## config.mk

```make
export PLATFORM = sky130hd
export DESIGN_NAME = seg7_scan_ctrl
export DESIGN_NICKNAME = d
export VERILOG_FILES = /design/src/rtl/seg7_scan_ctrl_pkg.sv /design/src/rtl/seg7_hex_decoder.sv /design/src/rtl/seg7_scan_ctrl.sv
export SDC_FILE = /design/constraint.sdc
export NUM_CORES = 1
export LEC_CHECK = 0
export BUFFER_PORTS_ARGS = -buffer_cell sky130_fd_sc_hd__buf_2
export CORE_ASPECT_RATIO = 1.4
export CORE_UTILIZATION = 30
export DETAILED_ROUTE_END_ITERATION = 7
export PLACE_DENSITY_LB_ADDON = 0.25
export SLEW_MARGIN = 10
export SYNTH_ARGS = -nofsm -noshare
export SYNTH_HDL_FRONTEND = slang
export SYNTH_SLANG_ARGS = --single-unit
```

## constraint.sdc

```tcl
create_clock -name clk -period 6.1 [get_ports clk]
set_input_delay 0 -clock clk [delete_from_list [all_inputs] [get_ports clk]]
set_output_delay 0 -clock clk [all_outputs]
set_load 0.03 [all_outputs]
```

## src/rtl/seg7_scan_ctrl_pkg.sv

```systemverilog
// Shared constants and types for the 4-digit 7-segment scan controller.
// Segment patterns are active-low {a,b,c,d,e,f,g}.
package seg7_scan_ctrl_pkg;

  localparam logic [6:0] SEG_0   = 7'b0000001;
  localparam logic [6:0] SEG_1   = 7'b1001111;
  localparam logic [6:0] SEG_2   = 7'b0010010;
  localparam logic [6:0] SEG_3   = 7'b0000110;
  localparam logic [6:0] SEG_4   = 7'b1001100;
  localparam logic [6:0] SEG_5   = 7'b0100100;
  localparam logic [6:0] SEG_6   = 7'b0100000;
  localparam logic [6:0] SEG_7   = 7'b0001111;
  localparam logic [6:0] SEG_8   = 7'b0000000;
  localparam logic [6:0] SEG_9   = 7'b0000100;
  localparam logic [6:0] SEG_A   = 7'b0001000;
  localparam logic [6:0] SEG_B   = 7'b1100000;
  localparam logic [6:0] SEG_C   = 7'b0110001;
  localparam logic [6:0] SEG_D   = 7'b1000010;
  localparam logic [6:0] SEG_E   = 7'b0110000;
  localparam logic [6:0] SEG_F   = 7'b0111000;
  localparam logic [6:0] SEG_OFF = 7'b1111111;
  localparam logic [3:0] AN_OFF  = 4'b1111;

  typedef enum logic [1:0] {
    StIdle,
    StBlank,
    StShow
  } scan_state_e;

  // True when digit k (1..3) and every digit above it are zero; digit 0 is never blanked.
  function automatic logic lead_zero(input logic [15:0] v, input logic [1:0] k);
    case (k)
      2'd1:    return v[15:4] == 12'h000;
      2'd2:    return v[15:8] == 8'h00;
      2'd3:    return v[15:12] == 4'h0;
      default: return 1'b0;
    endcase
  endfunction

endpackage

```

## src/rtl/seg7_hex_decoder.sv

```systemverilog
// Combinational hex nibble to active-low 7-segment pattern decoder.
module seg7_hex_decoder
  import seg7_scan_ctrl_pkg::*;
(
  input  logic [3:0] nibble,
  output logic [6:0] seg
);

  always_comb begin
    seg = SEG_OFF;
    case (nibble)
      4'h0: seg = SEG_0;
      4'h1: seg = SEG_1;
      4'h2: seg = SEG_2;
      4'h3: seg = SEG_3;
      4'h4: seg = SEG_4;
      4'h5: seg = SEG_5;
      4'h6: seg = SEG_6;
      4'h7: seg = SEG_7;
      4'h8: seg = SEG_8;
      4'h9: seg = SEG_9;
      4'hA: seg = SEG_A;
      4'hB: seg = SEG_B;
      4'hC: seg = SEG_C;
      4'hD: seg = SEG_D;
      4'hE: seg = SEG_E;
      4'hF: seg = SEG_F;
      default: seg = SEG_OFF;
    endcase
  end

endmodule

```

## src/rtl/seg7_scan_ctrl.sv

```systemverilog
// Time-multiplexed 4-digit 7-segment scanner with dead-time blanking, leading-zero
// suppression and frame-aligned value commit.
module seg7_scan_ctrl
  import seg7_scan_ctrl_pkg::*;
#(
  parameter int unsigned REFRESH_DIV  = 100000,
  parameter int unsigned BLANK_CYCLES = 4
) (
  input  logic        clk,
  input  logic        reset,
  input  logic        enable,
  input  logic        load,
  input  logic [15:0] value,
  input  logic [3:0]  dp_in,
  input  logic        blank_lead,
  output logic [6:0]  seg,
  output logic        dp,
  output logic [3:0]  an,
  output logic        frame_tick
);

  localparam int unsigned CntW = (REFRESH_DIV > 1) ? $clog2(REFRESH_DIV) : 1;
  localparam logic [CntW-1:0] CntLast = CntW'(REFRESH_DIV - 1);
  localparam logic [CntW-1:0] BlankLast = CntW'(BLANK_CYCLES - 1);
  localparam scan_state_e SlotStart = (BLANK_CYCLES == 0) ? StShow : StBlank;

  scan_state_e     state_q, state_d;
  logic [CntW-1:0] cnt_q, cnt_d;
  logic [1:0]      idx_q, idx_d;
  logic [15:0]     pend_val_q, pend_val_d, comm_val_q, comm_val_d;
  logic [3:0]      pend_dp_q, pend_dp_d, comm_dp_q, comm_dp_d;
  logic [6:0]      seg_q, seg_d;
  logic            dp_q, dp_d;
  logic [3:0]      an_q, an_d;
  logic [6:0]      dec_seg;
  logic            commit;

  always_comb begin
    state_d = state_q;
    cnt_d   = cnt_q;
    idx_d   = idx_q;
    unique case (state_q)
      StIdle: begin
        cnt_d = '0;
        idx_d = '0;
        if (enable) state_d = SlotStart;
      end
      StBlank: begin
        cnt_d = cnt_q + 1'b1;
        if (cnt_q == BlankLast) state_d = StShow;
      end
      StShow: begin
        if (cnt_q == CntLast) begin
          cnt_d   = '0;
          idx_d   = idx_q + 2'd1;
          state_d = SlotStart;
        end else begin
          cnt_d = cnt_q + 1'b1;
        end
      end
      default: state_d = StIdle;
    endcase
    if (!enable) begin
      state_d = StIdle;
      cnt_d   = '0;
      idx_d   = '0;
    end
  end

  assign frame_tick = (state_q == StShow) && (idx_q == 2'd3) && (cnt_q == CntLast);

  // A load coinciding with the commit point bypasses pending so it is not lost for a frame.
  assign commit     = (state_q == StIdle) || frame_tick;
  assign pend_val_d = load ? value : pend_val_q;
  assign pend_dp_d  = load ? dp_in : pend_dp_q;
  assign comm_val_d = commit ? pend_val_d : comm_val_q;
  assign comm_dp_d  = commit ? pend_dp_d : comm_dp_q;

  seg7_hex_decoder u_dec (
    .nibble (comm_val_q[{idx_q, 2'b00} +: 4]),
    .seg    (dec_seg)
  );

  always_comb begin
    an_d  = AN_OFF;
    seg_d = SEG_OFF;
    dp_d  = 1'b1;
    if (state_q == StShow) begin
      an_d[idx_q] = 1'b0;
      seg_d       = (blank_lead && lead_zero(comm_val_q, idx_q)) ? SEG_OFF : dec_seg;
      dp_d        = ~comm_dp_q[idx_q];
    end
  end

  always_ff @(posedge clk or posedge reset) begin
    if (reset) begin
      state_q    <= StIdle;
      cnt_q      <= '0;
      idx_q      <= '0;
      pend_val_q <= '0;
      pend_dp_q  <= '0;
      comm_val_q <= '0;
      comm_dp_q  <= '0;
      seg_q      <= SEG_OFF;
      dp_q       <= 1'b1;
      an_q       <= AN_OFF;
    end else begin
      state_q    <= state_d;
      cnt_q      <= cnt_d;
      idx_q      <= idx_d;
      pend_val_q <= pend_val_d;
      pend_dp_q  <= pend_dp_d;
      comm_val_q <= comm_val_d;
      comm_dp_q  <= comm_dp_d;
      seg_q      <= seg_d;
      dp_q       <= dp_d;
      an_q       <= an_d;
    end
  end

  assign seg = seg_q;
  assign dp  = dp_q;
  assign an  = an_q;

endmodule
```

# Word level (Yosys, flattened, before mapping)
# Memories as Yosys holds them, arrays and structs flattened.
# Index checks and enable logic that the tools add are counted.
# Widths: inputs -> output; s select.
[word_totals]
ff_bits = 73
rom_bits = 112
input_bits = 25
out_inout_bits = 13
word_cells = 62
n_memories = 1
[mem_list]
columns = ["name", "depth", "word_bits", "read_ports", "rd_clocked_by_memory_dff", "write_ports", "line_no", "source"]
rows = [
  ["(no name shown)", 16, 7, 1, 0, 0, "seg7_hex_decoder.sv:11", "case (nibble)"],
]
[op_classes]
add_sub_neg = 2
magnitude_cmp = 2
n_eq_ne = 11
shift = 1
muxes = 22
bitwise_logic = 2
n_reduce_logical = 11
[op_table]
columns = ["op", "count"]
rows = [
  ["$pmux 17 s3", 1],
  ["$mux 17", 2],
  ["$add 17x1->17 const B", 1],
  ["$eq 17x17->1 const B", 1],
  ["$eq 17x2->1 const B", 1],
  ["$mux 16", 1],
  ["$shiftx 16x5->4", 1],
  ["$mux 7", 2],
  ["$logic_not 12->1", 1],
  ["$mux 2", 5],
  ["$logic_not 8->1", 1],
  ["$mux 4", 2],
  ["$eq 2x2->1 const B", 3],
  ["$pmux 2 s3", 1],
  ["$eq 2x1->1 const B", 2],
  ["$logic_and 1x1->1", 4],
  ["$logic_not 4->1", 1],
  ["$mux 1", 4],
  ["$ne 4x1->1 const B", 1],
  ["$not 4->4", 1],
  ["$pmux 2 s2", 1],
  ["$reduce_and 2->1", 2],
  ["$lt 2x3->1 const B", 1],
  ["$ne 3x1->1 const B", 1],
  ["10 further kinds", 10],
]

# Longest topological paths before layout
[logic_depth]
word_depth = 6
ltp_mapped = 9
depth_no_buf = 7

# By module
# From an unflattened synthesis, not the netlist that was laid out.
[unflattened]
cells_unflattened = 307
area_unflattened_um2 = 3748.6
[by_module_without_submodules]
columns = ["module", "n_inst", "cells_per_inst", "area_each_um2"]
rows = [
  ["seg7_scan_ctrl", 1, 275, 3473.3],
  ["seg7_hex_decoder", 1, 32, 275.3],
]

# Worst setup path after synthesis
# No wires, ideal clock.
[synth_timing]
kind = "reg-to-reg"
start = "register idx_q[0]"
end = "register seg_q[2], in the netlist seg[2]"
arrival_ns = 2.257
required_ns = 5.989
path_slack_ns = 3.732
path_stages_with_launch = 7
n_path_buf = 1
cell_sequence = "dfrtp_1 -> clkbuf_1 -> inv_1 -> ha_1 -> or4b_2 -> o41a_1 -> o311ai_0"
[synth_between]
elab_chain_len = 6
word_cells_on_any_way = 10
cone_classes = "eq/ne: 3; shift: 1; mux: 4; reduce/logical: 1; memory: 1"
[synth_rtl]
columns = ["element", "line_no", "source"]
rows = [
  ["from (decl)", "seg7_scan_ctrl.sv:29", "logic [1:0] idx_q, idx_d;"],
  ["from (signal assigned)", "seg7_scan_ctrl.sv:110", "idx_q <= idx_d;"],
  ["branches (longest 4 deep; another with $mem_v2 16x7)", "--", ""],
  ["$mux 7 *", "seg7_scan_ctrl.sv:90", "seg_d = (blank_lead && lead_zero(comm_val_q, idx_q)) ? SEG_OFF : dec_seg;"],
  ["$mux 7 *", "seg7_scan_ctrl.sv:88", "if (state_q == StShow) begin"],
  ["via seg_d[2]", "seg7_scan_ctrl.sv:32", "logic [6:0] seg_q, seg_d;"],
  ["to (signal assigned)", "seg7_scan_ctrl.sv:115", "seg_q <= seg_d;"],
  ["to (decl)", "seg7_scan_ctrl.sv:32", ""],
]
# Mark *: on every way through the listed nets, which the timed path passes. The select of a mux whose other input is x is not followed.
# A chain may end at the register's enable or synchronous reset.

# Worst setup path after layout
# Same ends and word-level chain as after synthesis.

==> flow_summary_export.csv <==
group,metric,value,unit
routing,viasPerCell,4.91,
finish,final_cell_area,4500,um^2
critical_path,endpoint_kind,"register",
timing,fin_setup_tns,0,ps
clock_network,cts_inserted_buffers,9,
clock_network,cts.sinks,73,
synth,synth_xor_area_share,1.69,%
worst_hold_path,hold_path.class,"primary input to register",
grt,grt_max_degree,74,
die,std_cell_rows,47,
synth,synth_enable_flop_cells,0,
pwr,pwr-share-clk,31.8,%
routing,vias,2565,
outcome,status,"complete, no violations",
synth,syn-cell-area,3630,um^2
critical_path,critPathKind,"register to register",
critical_path,crit_path_start_kind,"register",
synth,yosys-top-cells-count,"dfrtp_1, mux2_2, nand2_1, ha_1",
timing,clock_skew,8.01,ps
clock_network,htreeDepth,3,
clock_network,clockBufferDepth,2,
placement,postPlaceCellArea,3960,um^2
worst_hold_path,min_from,"enable",
clock_network,cts_root_buffer,"clkbuf_16",
pwr,max-vdd-ir-drop,0.116,mV
pwr,net-switching-power,0.577,mW
clock_network,clk_latency,330,ps
finish,fin_cells,522,
synth,avgSynthCellArea,11.5,um^2
critical_path,cp.arrival,2760,ps
pwr,p_leak,1.86,nW
timing,holdWs,61.1,ps
routing,first_pass_iters,4,
clock_network,cts.clk_slew.worst_paths,60,ps
die,start_util,30.7,%
synth,synthAdderAreaFrac,5.18,%
finish,drive_gt1_share,31.7,%
timing,timing.slew.headroom,37.6,%
synth,synth-seq-cells,73,
critical_path,reg2reg_depth,5,
synth,yosys.area_share.simple,13.7,%
finish,insertedDiodeCount,0,
pwr,power_density,405,nW/um^2
clock_network,cts_resized,0,
die,die-area,12500,um^2
placement,dp_worst_setup_slack,3520,ps
timing,setup_viol,0,
placement,hpwl,5.51,mm
pwr,p_seq_share,36.8,%
timing,final.min_clock_period,2540,ps
synth,yosysMostFrequentCell,"dfrtp_1",
routing,ant_nets,0,
routing,drc,0,
placement,dpl.cell_count,485,
grt,antenna_found_initial,0,
clock_network,post_cts_buffers,0,
critical_path,r2r_end,"seg[2]",
timing,rsz0062_at_grt,"false",
synth,synth_top_family_by_area,"multiplexers",
clock_network,tritoncts,"yes",
synth,synth_fp_nets,354,
die,die_w,94.9,um
grt,grt_pass1_wl,13.0,mm
finish,fin_util,38.1,%
grt,grt_use_total,13.5,%
placement,port_buffers,37,
synth,ys_warn_count,0,
synth,synth_area_leader_cell,"dfrtp_1",
synth,ys.flop_type,"dfrtp_1",
synth,synth_compound_area_share,8.66,%
synth,yosysSeqAreaShare,50.8,%
pwr,p_sw_share,31.7,%
die,die_y,132,um
synth,yosys.cell_types.count,50,
pwr,finalPower,1.82,mW
timing,fmax,0.394,GHz
routing,wl_per_cell,14.8,um
synth,synth_mux_area_share,17.1,%
finish,fin_nets,410,
pwr,p_comb_share,31.4,%
timing,setup_slack,3560,ps
synth,async_reset_ff_share,100,%
timing,hold_viol,0,
worst_hold_path,whs_path_depth,3,
placement,gp_congestion,0.762,
die,coreArea,11800,um^2
pwr,internal-power,1.24,mW
timing,worst_pin_slew,936,ps
worst_hold_path,worst_hold_path.endpoint,"idx_q[1]",
grt,grt_pass1_vias,2635,
critical_path,crit-reg2reg-launch,"idx_q[0]",
grt,grt_remaining_overflow,0,
routing,drtIter0Drc,146,
routing,drt_wl_total,7.75,mm
timing,maxSlewViolCount,0,
synth,synthCells,314,
finish,syn2layout_area_growth,24.1,%
critical_path,r2r_slack,3560,ps
synth,synthDominantCellAreaShare,42.1,%
synth,netlist_top_cells_area,"dfrtp_1, mux2_2, dfstp_2, ha_1, nand2_1",
critical_path,path_max_fanout,13,
critical_path,cp_data_required_time,6320,ps
timing,fin_crit_sh,41.6,%
clock_network,hold_buffers,21,
flow_run,cap_violations,0,
die,io_pins,38,
-- worst max-delay path, cell delays in order (launching register included) --
cell and delay (ps):
dfrtp_1 670, inv_1 230, ha_1 290, or4b_2 610, o41a_1 500, o311ai_0 140
-- power groups by stage --
stage	registers (mW)	logic [mW]	clock network, mW
3_3_place_gp	0.676	0.557	0
4_1_cts	0.671	0.582	0.597
2_1_floorplan	0.694	0.413	0
6_report	0.669	0.572	0.579
5_1_grt	0.683	0.635	0.615
3_5_place_dp	0.679	0.568	0
-- flip-flops by register name (all words and copies together) (netlist names) --
signal      cells
pend_val_q     16
idx_q           2
cnt_q          17
state_q         2
an              4
comm_val_q     16
dp              1
pend_dp_q       4
seg             7
comm_dp_q       4
-- routing by layer --
layer / track usage [%] / vias up / share of wire, %
met5: 0 / - / 0
met2: 24.2 / 33 / 55
met1: 15.0 / 1271 / 41
li1: - / 1251 / -
met4: 5.22 / 0 / 1.5
met3: 3.40 / 10 / 2.5
-- cells by family (layout without fill, tap and decap cells) --
group / after synthesis / count (layout)
fa+ha+maj: 15 / 15
mux: 53 / 53
compound gates: 44 / 44
buf+inv: 27 / 88
flops: 73 / 73
xor+xnor: 7 / 7
simple gates: 95 / 95
-- final cells by class --
class	count	area (um^2)
clock buffers	12	256
clock inverters	4	76.3
fillers	1127	7320
inverters	12	45.0
multi-input cells	214	1690
flip-flops and latches	73	1840
well taps	147	184
repair buffers	60	410
-- cells in the final DEF, fill, tap and decap left out, types with 11 or more instances in the layout --
cell type      netlist  routed
dlygate4sd3_1        0      21
nand3_1             12      12
o21ai_0             11      11
dfrtp_1             61      61
ha_1                15      15
dfstp_2             12      12
inv_1               12      11
nand2_1             31      31
buf_2                3      37
nor2_1              12      12
mux2_2              42      42
-- worst max-delay path by stage --
stage / from / end / depth (start not counted)
after floorplan: idx_q[0] / seg[2] / 6
after global placement: idx_q[0] / seg[2] / 5
after detailed placement: idx_q[0] / seg[2] / 5
after CTS: idx_q[0] / seg[2] / 5
after global routing: cnt_q[1] / cnt_q[11] / 5
final: idx_q[0] / seg[2] / 5
No activity file was read; power rests on OpenSTA's default activity.
